[config.mk]
export PLATFORM = sky130hd
export DESIGN_NAME = memory_arbiter
export DESIGN_NICKNAME = d
export VERILOG_FILES = /design/src/rtl/cpu_types_pkg.sv /design/src/rtl/memory_arbiter_access_timer.sv /design/src/rtl/memory_arbiter.sv
export SDC_FILE = /design/constraint.sdc
export NUM_CORES = 1
export LEC_CHECK = 0
export CAP_MARGIN = 15
export CORE_UTILIZATION = 25
export DETAILED_ROUTE_END_ITERATION = 8
export MAX_ROUTING_LAYER = met4
export SLEW_MARGIN = 20
export SYNTH_ARGS = -nofsm -noshare
export SYNTH_HDL_FRONTEND = slang
export SYNTH_HIERARCHICAL = 1
export SYNTH_SLANG_ARGS = --single-unit
[constraint.sdc]
create_clock -name CLK -period 3.9 [get_ports CLK]
set_clock_uncertainty 0.1 [all_clocks]
set_input_delay 0.78 -clock CLK [delete_from_list [all_inputs] [get_ports CLK]]
set_output_delay 0.78 -clock CLK [all_outputs]
set_load 0.02 [all_outputs]
[src/rtl/cpu_types_pkg.sv]
// Shared CPU-side types: machine word and the memory arbiter's state/op encodings.
package cpu_types_pkg;

  localparam int unsigned WORD_W = 32;

  typedef logic [WORD_W-1:0] word_t;

  typedef enum logic [1:0] {
    IDLE = 2'd0,
    IACC = 2'd1,
    DACC = 2'd2,
    RESP = 2'd3
  } arb_state_t;

  // Latched description of the access currently owning the RAM
  typedef struct packed {
    logic dataSide;
    logic write;
  } arb_op_t;

endpackage

[src/rtl/memory_arbiter_access_timer.sv]
// Wait-cycle counter for one RAM access; flags expiry on the cycle the count reaches TIMEOUT-1.
module access_timer #(
  parameter int unsigned TIMEOUT = 64
) (
  input  logic CLK,
  input  logic nRST,
  input  logic clear,
  input  logic enable,
  output logic expired_c
);

  localparam int unsigned CNT_W = (TIMEOUT > 2) ? $clog2(TIMEOUT) : 1;

  logic [CNT_W-1:0] count;

  always_ff @(posedge CLK or negedge nRST) begin
    if (!nRST) begin
      count <= '0;
    end else if (clear) begin
      count <= '0;
    end else if (enable) begin
      count <= count + CNT_W'(1);
    end
  end

  assign expired_c = (count == CNT_W'(TIMEOUT - 1));

endmodule

[src/rtl/memory_arbiter.sv]
// Arbitrates instruction and data requests onto one variable-latency RAM port,
// returning single-cycle hits with load data, a per-access timeout and a sticky bus error.
module memory_arbiter
  import cpu_types_pkg::*;
#(
  parameter int unsigned      ADDR_W   = 32,
  parameter int unsigned      DATA_W   = 32,
  parameter int unsigned      TIMEOUT  = 64,
  parameter logic [DATA_W-1:0] ERR_WORD = DATA_W'(32'hBAD1_BAD1)
) (
  input  logic              CLK,
  input  logic              nRST,
  input  logic              iREN,
  input  logic [ADDR_W-1:0] iaddr,
  input  logic              dREN,
  input  logic              dWEN,
  input  logic [ADDR_W-1:0] daddr,
  input  logic [DATA_W-1:0] dstore,
  output logic              ihit,
  output logic              dhit,
  output logic [DATA_W-1:0] iload,
  output logic [DATA_W-1:0] dload,
  output logic              ramREN,
  output logic              ramWEN,
  output logic [ADDR_W-1:0] ramaddr,
  output logic [DATA_W-1:0] ramstore,
  input  logic [DATA_W-1:0] ramload,
  input  logic              ram_ready,
  output logic              bus_err
);

  arb_state_t        state, stateNext;
  arb_op_t           op, opNext;
  logic              lastD, lastDNext;
  logic [ADDR_W-1:0] addrNext;
  logic [DATA_W-1:0] storeNext;
  logic [DATA_W-1:0] iloadNext, dloadNext;
  logic              renNext, wenNext;
  logic              ihitNext, dhitNext;
  logic              busErrNext;
  logic              timerClr, timerEn;
  logic              expired_c;
  logic              dReq;
  logic              done;
  logic [DATA_W-1:0] doneWord;

  access_timer #(.TIMEOUT(TIMEOUT)) u_timer (
    .CLK       (CLK),
    .nRST      (nRST),
    .clear     (timerClr),
    .enable    (timerEn),
    .expired_c (expired_c)
  );

  assign dReq     = dREN | dWEN;
  assign done     = ram_ready | expired_c;
  assign doneWord = ram_ready ? ramload : ERR_WORD;

  always_ff @(posedge CLK or negedge nRST) begin
    if (!nRST) begin
      state <= IDLE;
    end else begin
      state <= stateNext;
    end
  end

  // Next-state and next-value logic for every registered output
  always_comb begin
    stateNext  = state;
    opNext     = op;
    lastDNext  = lastD;
    addrNext   = ramaddr;
    storeNext  = ramstore;
    iloadNext  = iload;
    dloadNext  = dload;
    renNext    = 1'b0;
    wenNext    = 1'b0;
    ihitNext   = 1'b0;
    dhitNext   = 1'b0;
    busErrNext = bus_err;
    timerClr   = 1'b0;
    timerEn    = 1'b0;

    case (state)
      IDLE: begin
        // Data wins unless it also won last time and fetch is waiting
        if (dReq && !(lastD && iREN)) begin
          stateNext = DACC;
          opNext    = '{dataSide: 1'b1, write: dWEN};
          lastDNext = 1'b1;
          addrNext  = daddr;
          storeNext = dstore;
          renNext   = !dWEN;
          wenNext   = dWEN;
          timerClr  = 1'b1;
        end else if (iREN) begin
          stateNext = IACC;
          opNext    = '{dataSide: 1'b0, write: 1'b0};
          lastDNext = 1'b0;
          addrNext  = iaddr;
          renNext   = 1'b1;
          timerClr  = 1'b1;
        end
      end

      IACC, DACC: begin
        timerEn = 1'b1;
        if (done) begin
          stateNext = RESP;
          ihitNext  = !op.dataSide;
          dhitNext  = op.dataSide;
          if (!ram_ready) begin
            busErrNext = 1'b1;
          end
          if (!op.write) begin
            if (op.dataSide) begin
              dloadNext = doneWord;
            end else begin
              iloadNext = doneWord;
            end
          end
        end else begin
          renNext = !op.write;
          wenNext = op.write;
        end
      end

      RESP: begin
        stateNext = IDLE;
      end

      default: begin
        stateNext = IDLE;
      end
    endcase
  end

  always_ff @(posedge CLK or negedge nRST) begin
    if (!nRST) begin
      op       <= '{dataSide: 1'b0, write: 1'b0};
      lastD    <= 1'b0;
      ramaddr  <= '0;
      ramstore <= '0;
      iload    <= '0;
      dload    <= '0;
      ramREN   <= 1'b0;
      ramWEN   <= 1'b0;
      ihit     <= 1'b0;
      dhit     <= 1'b0;
      bus_err  <= 1'b0;
    end else begin
      op       <= opNext;
      lastD    <= lastDNext;
      ramaddr  <= addrNext;
      ramstore <= storeNext;
      iload    <= iloadNext;
      dload    <= dloadNext;
      ramREN   <= renNext;
      ramWEN   <= wenNext;
      ihit     <= ihitNext;
      dhit     <= dhitNext;
      bus_err  <= busErrNext;
    end
  end

endmodule

==> run metrics, run 1 <==
critical path peak fanout 67; most common cell after layout, fill and taps aside clkdlybuf4s50_1; final setup TNS 0 ps; Critical-path top delay cell clkdlybuf4s50_1; First DRT Iteration DRCs 131; Starting Density 25.8%; pin count of the biggest net entering global routing 84; Die Span Y 158 µm; pins over their slew limit 0; synthesis-stage register bit count 143; Layout area overhead 58.3%; CP Capture Type register; asr flop ratio synth 100%; Top Ports 267; layout cells sized above 1 18.7%; ys flop type dfrtp_1; total grt overflow 0; gpl congestion 0.724; unrepaired setup endpoints after global routing false; CTS tree built; CTS H-Tree Depth 4; Yosys top cell by area dfrtp_1; Synth Cell Area 0.00612 mm²; Power Density 833 mW/mm²; worst skew pair latency 410 ps; Slew HR 46.4%; routed wire length per instance 15.3 µm; initial antenna violation count 0; number of synthesized flops with an enable pin 0; CTS hold repair buffers 0; via count 4341; Buf+Inv Stages, Crit Path 3; fill count 2249; drt first pass iters 4; Worst setup endpoint op[1]$_DFFE_PN0P_; Avg Vias per Cell 4.14; run status complete, no violations; reg2reg setup slack 1450 ps; final-report hold violation count 0; Arr. time, crit path 2680 ps; CP Data Required Time 4130 ps; post-synthesis sequential area ratio 58.5%; Fmax 407 MHz; post-cts resize count 0; first-pass GRT wire length 24.4 mm; DRC Markers 0; final period utilization 62.9%; core area 0.0238 mm²; final number of setup-violating endpoints 0; synth top area cells dfrtp_1 58%, mux2_2 13%, mux2i_1 5.9%; crit-path cells clkdlybuf4s50_1, o31ai_4, buf_4, inv_1, o21ai_0; leakage 4.04 nW; synth unique cells 34; Worst-path clk slew 70 ps; vias in the first global route 4403; Port Buffers 266; non-filler cells, final 1048; Post-DRT Antenna Nets 0; CP delay by family, top buffers and inverters; worst hold path class primary input to async pin; Critical R2R Capture dload[7]$_DFFE_PN0P_; CP max stage delay 590 ps; Clock Sinks 143; clock root buffer master clkbuf_16; crit path launch dWEN; syn nets 585; CP Launch Type primary input; max_cap viols 0; R2R depth 6; fin crit period 2450 ps; DIE WIDTH 158 µm; wirelength, routed 16.0 mm; Diodes inserted 0; peak supply drop 267 µV; post-layout utilization of the core 40.8%; area share of the largest cell type after synthesis 58.5%; area of the multi-input gates 0.00237 mm²; RR Startpoint state[1]$_DFFE_PN0P_; Global Route Usage Sum 13.4%; DP Wirelength 11.4 mm; Ys Warns 6; Longest Clk Path Bufs 2; Slew @ Worst Pin 803 ps; syn avg cell area 13.7 µm²; Worst path depth 5; most frequent cells in the layout 265 x clkdlybuf4s50_1, 143 x dfrtp_1, 69 x mux2_2; TritonCTS buffer count 17; Syn Inst Count 447; num rows 56; placed cell count 1016; kind of critical path primary input to register; Post-CTS Setup Bufs 0; nets@finish 854; Sequential Area 0.00358 mm²; DIE AREA 0.0251 mm²
[per-stage QoR]
stage | total power [mW] | instance area, µm² | hold slack (ps) | setup slack, ps
4_1_cts | 8.20 | 9690 | 350 | 1420
5_1_grt | 8.55 | 9690 | 382 | 1250
2_1_floorplan | 4.73 | 6120 | 384 | 1910
3_5_place_dp | 6.53 | 9100 | 363 | 944
3_3_place_gp | 6.48 | 9100 | 350 | 1040
6_report | 8.07 | 9690 | 312 | 1450
[cells in the mapped netlist, drive strengths merged, types with 2 or more instances]
cell	n
dfrtp	143
mux2	97
nand2	38
mux2i	36
o21ai	35
buf	19
and2	14
nand2b	11
nor2	8
or2b	8
inv	6
clkbuf	5
a21oi	4
ha	4
nand3	3
nor3	3
xor2	3
nand4	2
[flip-flops by register name, summed over array words and instances, names as in the netlist]
name / flops
ramstore: 32
u_timer/count: 6
dload: 32
state: 2
dhit: 1
op: 2
iload: 32
ramWEN: 1
ramREN: 1
ramaddr: 32
ihit: 1
bus_err: 1
[power by group]
part | switching (mW) | internal (mW)
Clock | 0.658 | 0.963
Sequential | 0.364 | 2.18
Combinational | 1.89 | 2.02
Total | 2.91 | 5.16
[cells by family (layout without fill, tap and decap cells)]
family	Yosys count	after routing	share of synthesized area, %
buffers and inverters	30	312	3.13
multiplexers	133	133	25.0
AO/OA/AOI/OAI	44	44	4.38
XOR/XNOR	4	4	0.573
AND/OR/NAND/NOR	89	89	7.65
adder cells (fa/ha/maj)	4	4	0.818
flip-flops	143	143	58.5
[layout make-up]
type                    instances  share of cell area [%]
flip-flops and latches        143                    36.9
repair buffers                274                    28.3
multi-input cells             274                    24.4
clock buffers                  20                    4.61
well taps                     319                    4.12
clock inverters                12                    1.41
inverters                       6                   0.233
[worst min path at each step]
| stage | startpoint | to | slack (ps) |
|---|---|---|---|
| floorplan | nRST | bus_err$_DFFE_PN0P_ | 380 |
| finish | nRST | dload[12]$_DFFE_PN0P_ | 310 |
| global route | nRST | dload[12]$_DFFE_PN0P_ | 380 |
| global placement | bus_err$_DFFE_PN0P_ | bus_err$_DFFE_PN0P_ | 350 |
| CTS | nRST | iload[12]$_DFFE_PN0P_ | 350 |
| detailed placement | bus_err$_DFFE_PN0P_ | bus_err$_DFFE_PN0P_ | 360 |
[routing by layer]
metal / part of all wire, % / up-vias / wire (µm) / global-route usage (%)
met4: 1.5 / 0 / 246 / 5.04
met3: 5.2 / 15 / 827 / 3.54
met1: 41 / 2106 / 6640 / 15.3
li1: - / 2094 / - / -
met5: 0 / - / 0 / -
met2: 52 / 126 / 8300 / 22.5
No activity file was read; power rests on OpenSTA's default activity.
==> inputs of run 2 (changes only) <==
==> constraint.sdc (replaced) <==
create_clock -name CLK -period 2.04 [get_ports CLK]
set_clock_uncertainty 0.1 [all_clocks]
set_input_delay 0.408 -clock CLK [delete_from_list [all_inputs] [get_ports CLK]]
set_output_delay 0.408 -clock CLK [all_outputs]
set_load 0.02 [all_outputs]
==> run 2 against run 1 <==
Cell count rose by 2.4%. Final area rose by 3.8%. Sequential share of layout area fell by 1.4 points. Utilization rose by 1.5 points. Wire length rose by 1.3%. Total power rose by 97%. First-iteration DRC count rose by 16%. Hold slack improved by 26 ps. Non-clock buffer count rose by 25. Clock-buffer cell count fell by 1.
==> run metrics, run 2 (synthesis results as in run 1) <==
First DRT Iteration DRCs 152 (was 131); wirelength, routed 16.2 mm (was 16.0 mm); initial antenna violation count 0 (unchanged); vias in the first global route 4348 (was 4403); Worst-path clk slew 60 ps (was 70 ps); RR Startpoint state[1]$_DFFE_PN0P_ (unchanged); Clock Sinks 143 (unchanged); CTS tree built (unchanged); most used cell, CP buf_12; core area 0.0238 mm² (unchanged); Final WS setup 86.6 ps (was 1450 ps); TritonCTS buffer count 17 (unchanged); fill count 2233 (was 2249); Global Route Usage Sum 13.3% (was 13.4%); kind of critical path register to register (was primary input to register); Sw Share 35.6% (was 36.1%); met1 usage in global routing 15.7% (was 15.3%); Avg Vias per Cell 4.09 (was 4.14); R2R depth 7 (was 6); clock root buffer master clkbuf_16 (unchanged); P_sw 5.65 mW (was 2.91 mW); Diodes inserted 0 (unchanged); DIE WIDTH 158 µm (unchanged); most frequent cells in the layout 265 x clkdlybuf4s50_1, 143 x dfrtp_1, 69 x mux2_2 (unchanged); worst hold path class primary input to async pin (unchanged); peak supply drop 529 µV (was 267 µV); Arr. time, crit path 2150 ps (was 2680 ps); CP delay by family, top flip-flops (was buffers and inverters); first-pass GRT wire length 24.3 mm (was 24.4 mm); nets@finish 879 (was 854); Port Buffers 266 (unchanged); reg2reg setup slack 90 ps (was 1450 ps); CP max stage delay 370 ps (was 590 ps); max_cap viols 0 (unchanged); pins over their slew limit 0 (unchanged); Post-DRT Antenna Nets 0 (unchanged); Slew @ Worst Pin 347 ps (was 803 ps); crit-path cells inv_1, ha_1, o21ai_4, nor3_4, buf_12, buf_12, mux2_2 (was clkdlybuf4s50_1, o31ai_4, buf_4, inv_1, o21ai_0); critical path peak fanout 9 (was 67); most common cell after layout, fill and taps aside clkdlybuf4s50_1 (unchanged); Power Density 1580 mW/mm² (was 833 mW/mm²); num rows 56 (unchanged); final-report hold violation count 0 (unchanged); DIE AREA 0.0251 mm² (unchanged); run status complete, no violations (unchanged); DRC Markers 0 (unchanged); Fmax 512 MHz; CP Data Required Time 2230 ps (was 4130 ps); DP Wirelength 12.2 mm (was 11.4 mm); Starting Density 25.8% (unchanged); final period utilization 95.8%; dpl ws -101 ps (was 944 ps); drt first pass iters 8 (was 4); Top Ports 267 (unchanged); sequential power share 30.6% (was 31.5%); leakage 4.24 nW (was 4.04 nW); pin count of the biggest net entering global routing 56 (was 84); Layout area overhead 64.3% (was 58.3%); gpl congestion 0.759 (was 0.724); fin crit period 1950 ps; layout cells sized above 1 21.8% (was 18.7%); combinational power share 49.6% (was 48.4%); via count 4390 (was 4341); power share of the clock group 19.7% (was 20.1%); Slew HR 76.9% (was 46.4%); grt met2 use 22.1% (was 22.5%); total grt overflow 0 (unchanged); final number of setup-violating endpoints 0 (unchanged); unrepaired setup endpoints after global routing false (unchanged); worst skew pair latency 410 ps (about the same); Critical-path top delay cell dfrtp_1 (was clkdlybuf4s50_1); Worst path depth 7 (was 5); met3 usage 3.18% (was 3.54%); final setup TNS 0 ps (unchanged); CP Launch Type register (was primary input); gr busiest metal met2 (unchanged); Cell Int Power 10.2 mW (was 5.16 mW); routed wire length per instance 15.1 µm (was 15.3 µm); CP Capture Type register (unchanged); Critical R2R Capture dload[7]$_DFFE_PN0P_ (unchanged); Buf+Inv Stages, Crit Path 3 (unchanged); CTS H-Tree Depth 4 (unchanged); Longest Clk Path Bufs 2 (unchanged); Die Span Y 158 µm (unchanged)
[run 2: changes by cell type in the layout (fill, tap and decap cells not counted), sizes merged]
cell,before,now
buf,9,32
clkinvlp,6,1
clkinv,2,6
inv,8,10
dlygate4sd3,0,1
[run 2: cell type report]
type	instances	area (µm²)	area share, %
well taps	319	399	3.97
clock inverters	13	154	1.53
flip-flops and latches	143	3580	35.6
repair buffers	299	3070	30.5
multi-input cells	274	2390	23.8
clock buffers	19	443	4.41
inverters	6	22.5	0.224
[run 2: worst register-to-register path, stage by stage, from the launching register on]
cell and delay, ps:
dfrtp_1 370, inv_1 70, ha_1 360, o21ai_4 110, nor3_4 210, buf_12 150
buf_12 130, mux2_2 340
[run 2: power by group through the flow]
stage,clock network (mW),logic [mW],registers (mW)
floorplan,0,2.65,6.40
global placement,0,7.85,4.90
detailed placement,0,7.90,4.92
CTS,3.26,7.92,4.89
global route,3.37,8.40,5.06
finish,3.13,7.89,4.87
[run 2: per-stage QoR]
stage	power, mW	cell area (µm²)	utilization (%)	cells	hold WS [ps]
global route	16.8	10100	42.3	1073	345
global placement	12.7	9350	39.4	1036	209
detailed placement	12.8	9350	39.4	1036	207
floorplan	9.05	6120	-	447	12.4
finish	15.9	10100	42.3	1073	338
CTS	16.1	9960	41.9	1069	321
[run 2: what timing repair did]
action,in CTS,in global routing
hold buffers,1,0
gates resized for setup,0,8
setup endpoints to repair,0,62
hold endpoints to repair,26,0
buffers inserted,0,3
[run 2: worst max-delay path by stage]
stage	startpoint	end	slack (ps)
floorplan	u_timer/count[0]$_DFFE_PN0P_	dload[0]$_DFFE_PN0P_	170
global placement	ram_ready	state[1]$_DFFE_PN0P_	-60
detailed placement	ram_ready	dload[31]$_DFFE_PN0P_	-100
CTS	u_timer/count[0]$_DFFE_PN0P_	dload[27]$_DFFE_PN0P_	20
global route	state[0]$_DFFE_PN0P_	dload[14]$_DFFE_PN0P_	10
finish	state[1]$_DFFE_PN0P_	dload[7]$_DFFE_PN0P_	90
[run 2: metal layers]
| metal | part of all wire (%) | routed length (µm) |
|---|---|---|
| met2 | 52 | 8440 |
| met1 | 43 | 6950 |
| met4 | 0.84 | 136 |
| met5 | 0 | 0 |
| met3 | 4.3 | 697 |
